## config.mk

```make
export PLATFORM = sky130hd
export DESIGN_NAME = dmem_interface_rv32i
export DESIGN_NICKNAME = d
export VERILOG_FILES = /design/src/rtl/dmem_interface_rv32i.sv
export SDC_FILE = /design/constraint.sdc
export NUM_CORES = 1
export LEC_CHECK = 0
export BUFFER_PORTS_ARGS = -buffer_cell sky130_fd_sc_hd__buf_2
export CAP_MARGIN = 0
export CELL_PAD_IN_SITES_DETAIL_PLACEMENT = 0
export CELL_PAD_IN_SITES_GLOBAL_PLACEMENT = 1
export CORE_UTILIZATION = 25
export CTS_CLUSTER_SIZE = 8
export DETAILED_ROUTE_END_ITERATION = 6
export GPL_ROUTABILITY_DRIVEN = 0
export PLACE_DENSITY_LB_ADDON = 0.1
export RECOVER_POWER = 100
export SLEW_MARGIN = 20
export SYNTH_ARGS = -nofsm -noshare
export SYNTH_HDL_FRONTEND = slang
export SYNTH_SLANG_ARGS = --single-unit
export TNS_END_PERCENT = 5
```

## constraint.sdc

```tcl
create_clock -name clk -period 1.7 [get_ports clk]
set_clock_uncertainty 0.2 [all_clocks]
set_input_delay 0.085 -clock clk [delete_from_list [all_inputs] [get_ports clk]]
set_output_delay 0.085 -clock clk [all_outputs]
set_load 0.02 [all_outputs]
```

## src/rtl/dmem_interface_rv32i.sv

```systemverilog
`timescale 1ns/1ps
// ---------------------------------------------------------------------------
// dmem_interface_rv32i
// Memory-stage data port of the RV32I pipeline. Converts the M-stage
// load/store into a single req/ack transaction on the shared data bus and
// returns aligned, sign-/zero-extended load data to writeback.
//
// Ports
//   clk, rst          : clock (rising edge), asynchronous active-low reset
//   mem_read_M        : M-stage instruction is a load
//   mem_write_M       : M-stage instruction is a store (wins over load)
//   funct3_M          : RV32I width/sign code (011/110/111 act as word)
//   addr_M            : byte address
//   write_data_M      : store data (rs2)
//   enable_memory     : M-stage advance enable, releases DONE
//   mem_transaction   : combinational, mem_read_M | mem_write_M
//   data_ready        : transaction complete (registered)
//   read_data_M       : extended load data, valid while data_ready=1
//   misaligned        : access was unaligned, no bus request issued
//   bus_req/bus_we/bus_addr/bus_wdata/bus_be : registered bus request
//   bus_ack, bus_rdata: one-cycle completion pulse and read word
//
// Optional feature macro: DMEM_TIMEOUT_EN
//   Adds a BUSY watchdog of TIMEOUT_CYCLES cycles and the bus_error output.
// ---------------------------------------------------------------------------
module dmem_interface_rv32i #(
   parameter int ADDR_W         = 32,
   parameter int TIMEOUT_CYCLES = 64
) (
   input  logic              clk,
   input  logic              rst,
   input  logic              mem_read_M,
   input  logic              mem_write_M,
   input  logic [2:0]        funct3_M,
   input  logic [ADDR_W-1:0] addr_M,
   input  logic [31:0]       write_data_M,
   input  logic              enable_memory,
   output logic              mem_transaction,
   output logic              data_ready,
   output logic [31:0]       read_data_M,
   output logic              misaligned,
   output logic              bus_req,
   output logic              bus_we,
   output logic [ADDR_W-1:0] bus_addr,
   output logic [31:0]       bus_wdata,
   output logic [3:0]        bus_be,
   input  logic              bus_ack,
   input  logic [31:0]       bus_rdata
`ifdef DMEM_TIMEOUT_EN
   ,
   output logic              bus_error
`endif
);

   typedef enum logic [1:0] {
      IDLE = 2'd0,
      BUSY = 2'd1,
      DONE = 2'd2
   } state_t;

   // Access size code: 0 = byte, 1 = halfword, 2 = word (undefined codes -> word)
   function automatic logic [1:0] size_code(input logic [2:0] f3);
      case (f3)
         3'b000, 3'b100: size_code = 2'd0;
         3'b001, 3'b101: size_code = 2'd1;
         default:        size_code = 2'd2;
      endcase
   endfunction

   function automatic logic is_misaligned(input logic [1:0] sz, input logic [1:0] off);
      case (sz)
         2'd0:    is_misaligned = 1'b0;
         2'd1:    is_misaligned = off[0];
         default: is_misaligned = |off;
      endcase
   endfunction

   function automatic logic [3:0] byte_enables(input logic [1:0] sz, input logic [1:0] off);
      case (sz)
         2'd0:    byte_enables = 4'b0001 << off;
         2'd1:    byte_enables = off[1] ? 4'b1100 : 4'b0011;
         default: byte_enables = 4'b1111;
      endcase
   endfunction

   // Store data replicated across lanes so the enabled lanes see the right bytes
   function automatic logic [31:0] lane_data(input logic [1:0] sz, input logic [31:0] wd);
      case (sz)
         2'd0:    lane_data = {4{wd[7:0]}};
         2'd1:    lane_data = {2{wd[15:0]}};
         default: lane_data = wd;
      endcase
   endfunction

   // Shift the addressed byte/halfword down to bit 0, then extend; funct3[2] selects unsigned
   function automatic logic [31:0] load_extend(input logic [2:0] f3, input logic [1:0] off,
                                               input logic [31:0] word);
      logic [31:0] sh;
      sh = word >> {off, 3'b000};
      case (size_code(f3))
         2'd0:    load_extend = {{24{sh[7] & ~f3[2]}}, sh[7:0]};
         2'd1:    load_extend = {{16{sh[15] & ~f3[2]}}, sh[15:0]};
         default: load_extend = word;
      endcase
   endfunction

   state_t              state_r, state_s;
   logic                req_r, req_s;
   logic                we_r, we_s;
   logic [ADDR_W-1:0]   addr_r, addr_s;
   logic [31:0]         wdata_r, wdata_s;
   logic [3:0]          be_r, be_s;
   logic                ready_r, ready_s;
   logic                mis_r, mis_s;
   logic [31:0]         rdata_r, rdata_s;
   logic [2:0]          f3_r, f3_s;
   logic [1:0]          off_r, off_s;
   logic [1:0]          size_s;
   logic                op_s;
`ifdef DMEM_TIMEOUT_EN
   localparam int CNT_W = $clog2(TIMEOUT_CYCLES + 1);
   logic [CNT_W-1:0]    cnt_r, cnt_s;
   logic                err_r, err_s;
`endif

   assign op_s            = mem_read_M | mem_write_M;
   assign size_s          = size_code(funct3_M);
   assign mem_transaction = op_s;
   assign data_ready      = ready_r;
   assign read_data_M     = rdata_r;
   assign misaligned      = mis_r;
   assign bus_req         = req_r;
   assign bus_we          = we_r;
   assign bus_addr        = addr_r;
   assign bus_wdata       = wdata_r;
   assign bus_be          = be_r;
`ifdef DMEM_TIMEOUT_EN
   assign bus_error       = err_r;
`endif

   // Next-state and next-output logic of the transaction FSM
   always_comb begin
      state_s = state_r;
      req_s   = req_r;
      we_s    = we_r;
      addr_s  = addr_r;
      wdata_s = wdata_r;
      be_s    = be_r;
      ready_s = ready_r;
      mis_s   = mis_r;
      rdata_s = rdata_r;
      f3_s    = f3_r;
      off_s   = off_r;
`ifdef DMEM_TIMEOUT_EN
      cnt_s   = cnt_r;
      err_s   = err_r;
`endif
      case (state_r)
         IDLE: begin
            if (op_s) begin
               if (is_misaligned(size_s, addr_M[1:0])) begin
                  state_s = DONE;
                  mis_s   = 1'b1;
                  ready_s = 1'b1;
                  rdata_s = 32'd0;
               end else begin
                  state_s = BUSY;
                  req_s   = 1'b1;
                  we_s    = mem_write_M;
                  addr_s  = {addr_M[ADDR_W-1:2], 2'b00};
                  be_s    = byte_enables(size_s, addr_M[1:0]);
                  wdata_s = lane_data(size_s, write_data_M);
                  f3_s    = funct3_M;
                  off_s   = addr_M[1:0];
`ifdef DMEM_TIMEOUT_EN
                  cnt_s   = '0;
`endif
               end
            end else begin
               state_s = IDLE;
            end
         end
         BUSY: begin
            if (bus_ack) begin
               state_s = DONE;
               req_s   = 1'b0;
               ready_s = 1'b1;
               if (!we_r) begin
                  rdata_s = load_extend(f3_r, off_r, bus_rdata);
               end else begin
                  rdata_s = rdata_r;
               end
`ifdef DMEM_TIMEOUT_EN
            end else if (cnt_r == CNT_W'(TIMEOUT_CYCLES - 1)) begin
               state_s = DONE;
               req_s   = 1'b0;
               ready_s = 1'b1;
               rdata_s = 32'd0;
               err_s   = 1'b1;
            end else begin
               cnt_s   = cnt_r + CNT_W'(1);
            end
`else
            end else begin
               state_s = BUSY;
            end
`endif
         end
         DONE: begin
            if (enable_memory) begin
               state_s = IDLE;
               ready_s = 1'b0;
               mis_s   = 1'b0;
`ifdef DMEM_TIMEOUT_EN
               err_s   = 1'b0;
`endif
            end else begin
               state_s = DONE;
            end
         end
         default: begin
            state_s = IDLE;
            req_s   = 1'b0;
            ready_s = 1'b0;
            mis_s   = 1'b0;
         end
      endcase
   end

   // State and registered bus/result outputs; reset drops bus_req at once
   always_ff @(posedge clk or negedge rst) begin
      if (!rst) begin
         state_r <= IDLE;
         req_r   <= 1'b0;
         we_r    <= 1'b0;
         addr_r  <= '0;
         wdata_r <= 32'd0;
         be_r    <= 4'd0;
         ready_r <= 1'b0;
         mis_r   <= 1'b0;
         rdata_r <= 32'd0;
         f3_r    <= 3'd0;
         off_r   <= 2'd0;
`ifdef DMEM_TIMEOUT_EN
         cnt_r   <= '0;
         err_r   <= 1'b0;
`endif
      end else begin
         state_r <= state_s;
         req_r   <= req_s;
         we_r    <= we_s;
         addr_r  <= addr_s;
         wdata_r <= wdata_s;
         be_r    <= be_s;
         ready_r <= ready_s;
         mis_r   <= mis_s;
         rdata_r <= rdata_s;
         f3_r    <= f3_s;
         off_r   <= off_s;
`ifdef DMEM_TIMEOUT_EN
         cnt_r   <= cnt_s;
         err_r   <= err_s;
`endif
      end
   end

endmodule

```

==> summary.md <==
| Metric | Value |
|---|---|
| Yosys reg bits | 109 |
| WL final | 17.0 mm |
| Hold WC Path Type | in2reg |
| Ys Warns | 0 |
| CP startpoint kind | flip-flop |
| Period Utilization, post-route | 98.2% |
| Leak | 3.85 nW |
| Netlist Area Pre-Place | 5230 um2 |
| Crit Path Category | reg2reg |
| Post-route ant nets | 0 |
| Post-synthesis mux area share | 18.9% |
| Max FO, Critical Path | 16 |
| Post-layout min period | 1670 ps |
| Initial antenna violation count | 0 |
| Yosys top cell area share | 52.2% |
| Final worst slack | 30.8 ps |
| Post-synth ARST share | 100% |
| Layout area overhead | 57.7% |
| Drt drc | 0 |
| Layout fillers | 2032 |
| Post-DP HPWL | 11.7 mm |
| Post-layout util | 40.5% |
| H-tree level count | 3 |
| CTS sink cnt | 109 |
| Row cnt | 52 |
| Area of the multi-input gates | 2370 um2 |
| Post-Syn Instances | 465 |
| CORE AREA | 20400 um2 |
| Worst ir drop on vdd | 0.711 mV |
| Die Span X | 147 um |
| Die height | 147 um |
| Outcome | finished, final reports clean |
| Reg clk slew, reported paths | 80 ps |
| Rel. slew slack | 33.6% |
| Post-synth top flop | dfrtp_1 |
| Worst Path Required | 1740 ps |
| Worst-Skew Late Latency | 350 ps |
| Largest family of logic cells by synthesized area | multiplexers |
| Synth cell count leaders | 109 x dfrtp_1, 56 x nand2_1, 47 x o21ai_0 |
| Worst slew pin tran | 995 ps |
| Synth Area in Adders | 0% |
| Initial Utilization | 25.7% |
| Largest net degree at the start of global routing | 75 |
| Post-Place Worst Slack | -203 ps |
| Number of buffers created by CTS | 9 |
| Final Hold Fails | 0 |
| Max layer used | met4 |
| PD cells | 1640 nW/um2 |
| Share of layout cells above drive strength 1 | 28.2% |
| CTS tree | built |
| Synth Area in Compound Gates | 15.0% |
| # diodes | 0 |
| Switching pwr | 5.62 mW |
| Most frequent cell after synthesis | dfrtp_1 |
| DRT met1 WL | 7.69 mm |
| NumNets Final | 913 |
| GR Overflow Total | 0 |
| Met2 WL post-DR | 8.17 mm |
| Post-synth EDFFs | 0 |
| Vias in the first global route | 5116 |
| DR WL met3 | 915 um |
| Cell-internal power | 7.92 mW |
| PortBufs | 207 |
| Syn_area_per_cell | 11.2 um2 |
| Net Sw Frac | 41.5% |
| Clock Power Share | 16.5% |
| Via/cell ratio | 4.45 |
| Critical Path AT | 1710 ps |
| Area leader, netlist | dfrtp_1 |
| XOR/XNOR Fraction of Synth Area | 0% |
| Clock Path Buffers | 2 |
| I/O Pins | 210 |
| Via Count | 4814 |
| Dpl cells | 949 |
| First-pass GRT wire length | 27.3 mm |
| Register Area | 2730 um2 |
| Max_cap viols | 0 |
| Combinational share of power | 49.8% |
| CP endpoint kind | flip-flop |
| Simple-gate share of the synthesized area | 9.43% |
| Max-slew violations | 0 |
| Clock Tree Root | clkbuf_16 |
| Seq pwr share | 33.8% |
| Die area | 21500 um2 |
| Fmax | 0.599 GHz |
| All-layer global routing usage | 16.3% |
| Unrepaired setup endpoints after global routing | true |
| 1st-iter DRT viols | 151 |
| Sequential fraction of the synthesis area | 52.2% |
| DR WL/cell | 15.7 um |
| Synth top area cells | dfrtp_1 52%, mux2_4 12%, mux2i_1 6.7%, o21ai_0 4.5%, nand2_1 4.0% |
| Non-Filler Instances | 1083 |
| Final setup viols | 0 |
| Drt pass-1 iters | 4 |
| Post-synth cell types | 42 |
-- layer usage --
| layer | up-vias | GRT usage [%] |
|---|---|---|
| li1 | 2333 | - |
| met1 | 2319 | 20.3 |
| met2 | 139 | 27.3 |
| met3 | 23 | 4.13 |
| met4 | 0 | 5.42 |
| met5 | - | 0 |
-- repair_timing --
action                     CTS  global route
cloned                       0             1
buffers inserted             0             2
setup endpoints to repair   22            62
gates resized for setup      7            37
hold endpoints to repair   215             0
pin swaps                    0             7
hold buffers               116             0
-- metrics by stage --
step	hold slack (ps)	instance area, um2	power [mW]	setup TNS (ps)
final	40.1	8250	13.5	0
after global routing	79.1	8250	14.5	-674
after CTS	26.0	8270	13.7	-13.5
after detailed placement	-41.7	6780	11.1	-2900
after global placement	-38.7	6780	11.1	-2240
after floorplan	-411	5230	8.68	0
-- worst paths after layout --
path / startpoint / end / cells after the start / slack (ps)
max reg2reg: state_r[1]$_DFF_PN0_ / read_data_M[29]$_DFFE_PN0P_ / 5 / 30
min: funct3_M[1] / bus_be[1]$_DFFE_PN0P_ / 4 / 40
min reg2reg: bus_wdata[10]$_DFFE_PN0P_ / bus_wdata[10]$_DFFE_PN0P_ / 2 / 280
max: state_r[1]$_DFF_PN0_ / read_data_M[29]$_DFFE_PN0P_ / 5 / 30
min in group asynchronous: rst / bus_addr[28]$_DFFE_PN0P_ / 3 / 320
max in group asynchronous: rst / off_r[1]$_DFFE_PN0P_ / 3 / 220
-- final cells by class --
class                   instances  share of cell area (%)
clock buffers                  11                    2.94
clock inverters                 5                   0.713
inverters                       6                   0.273
multi-input cells             316                    28.7
flip-flops and latches        109                    33.1
well taps                     270                    4.10
repair buffers                366                    30.2
-- cells in the final DEF, fill, tap and decap left out, types with 8 or more instances in the layout --
cell / synthesis / final
buf_2: 19 / 103
o21ai_1: 11 / 29
buf_4: 4 / 33
dlygate4sd3_1: 0 / 111
o22ai_1: 9 / 8
clkbuf_1: 6 / 105
a22oi_1: 17 / 11
nand2_1: 56 / 56
mux2_4: 41 / 41
a22o_1: 10 / 10
clkbuf_16: 0 / 10
nor2_1: 29 / 29
dfrtp_1: 109 / 107
mux2i_1: 35 / 32
o21ai_0: 47 / 29
a21oi_1: 13 / 12
-- worst max-delay path: stages, from the launching register on --
cell      delay, ps
dfrtp_1         430
and4bb_4        410
a31oi_4          70
buf_12          180
a22oi_1         170
o21ai_0         100
-- power by group through the flow --
stage | registers [mW] | clock network (mW) | logic [mW]
final | 4.57 | 2.23 | 6.73
after global routing | 4.75 | 2.40 | 7.31
after CTS | 4.53 | 2.32 | 6.85
after detailed placement | 4.54 | 0 | 6.58
after global placement | 4.53 | 0 | 6.56
after floorplan | 5.87 | 0 | 2.81
-- kinds of logic after synthesis --
logic type	Yosys count
buffers and inverters	41
DFF	109
muxes	78
other	1
AOI/OAI and AO/OA	125
and+or+nand+nor	111
-- sequential cells by signal, indices dropped and copies added (netlist names) --
register / cells
data_ready: 1
bus_be: 4
bus_we: 1
state_r: 2
bus_wdata: 32
misaligned: 1
off_r: 2
bus_addr: 30
f3_r: 3
read_data_M: 32
bus_req: 1
No activity file was read; power rests on OpenSTA's default activity.
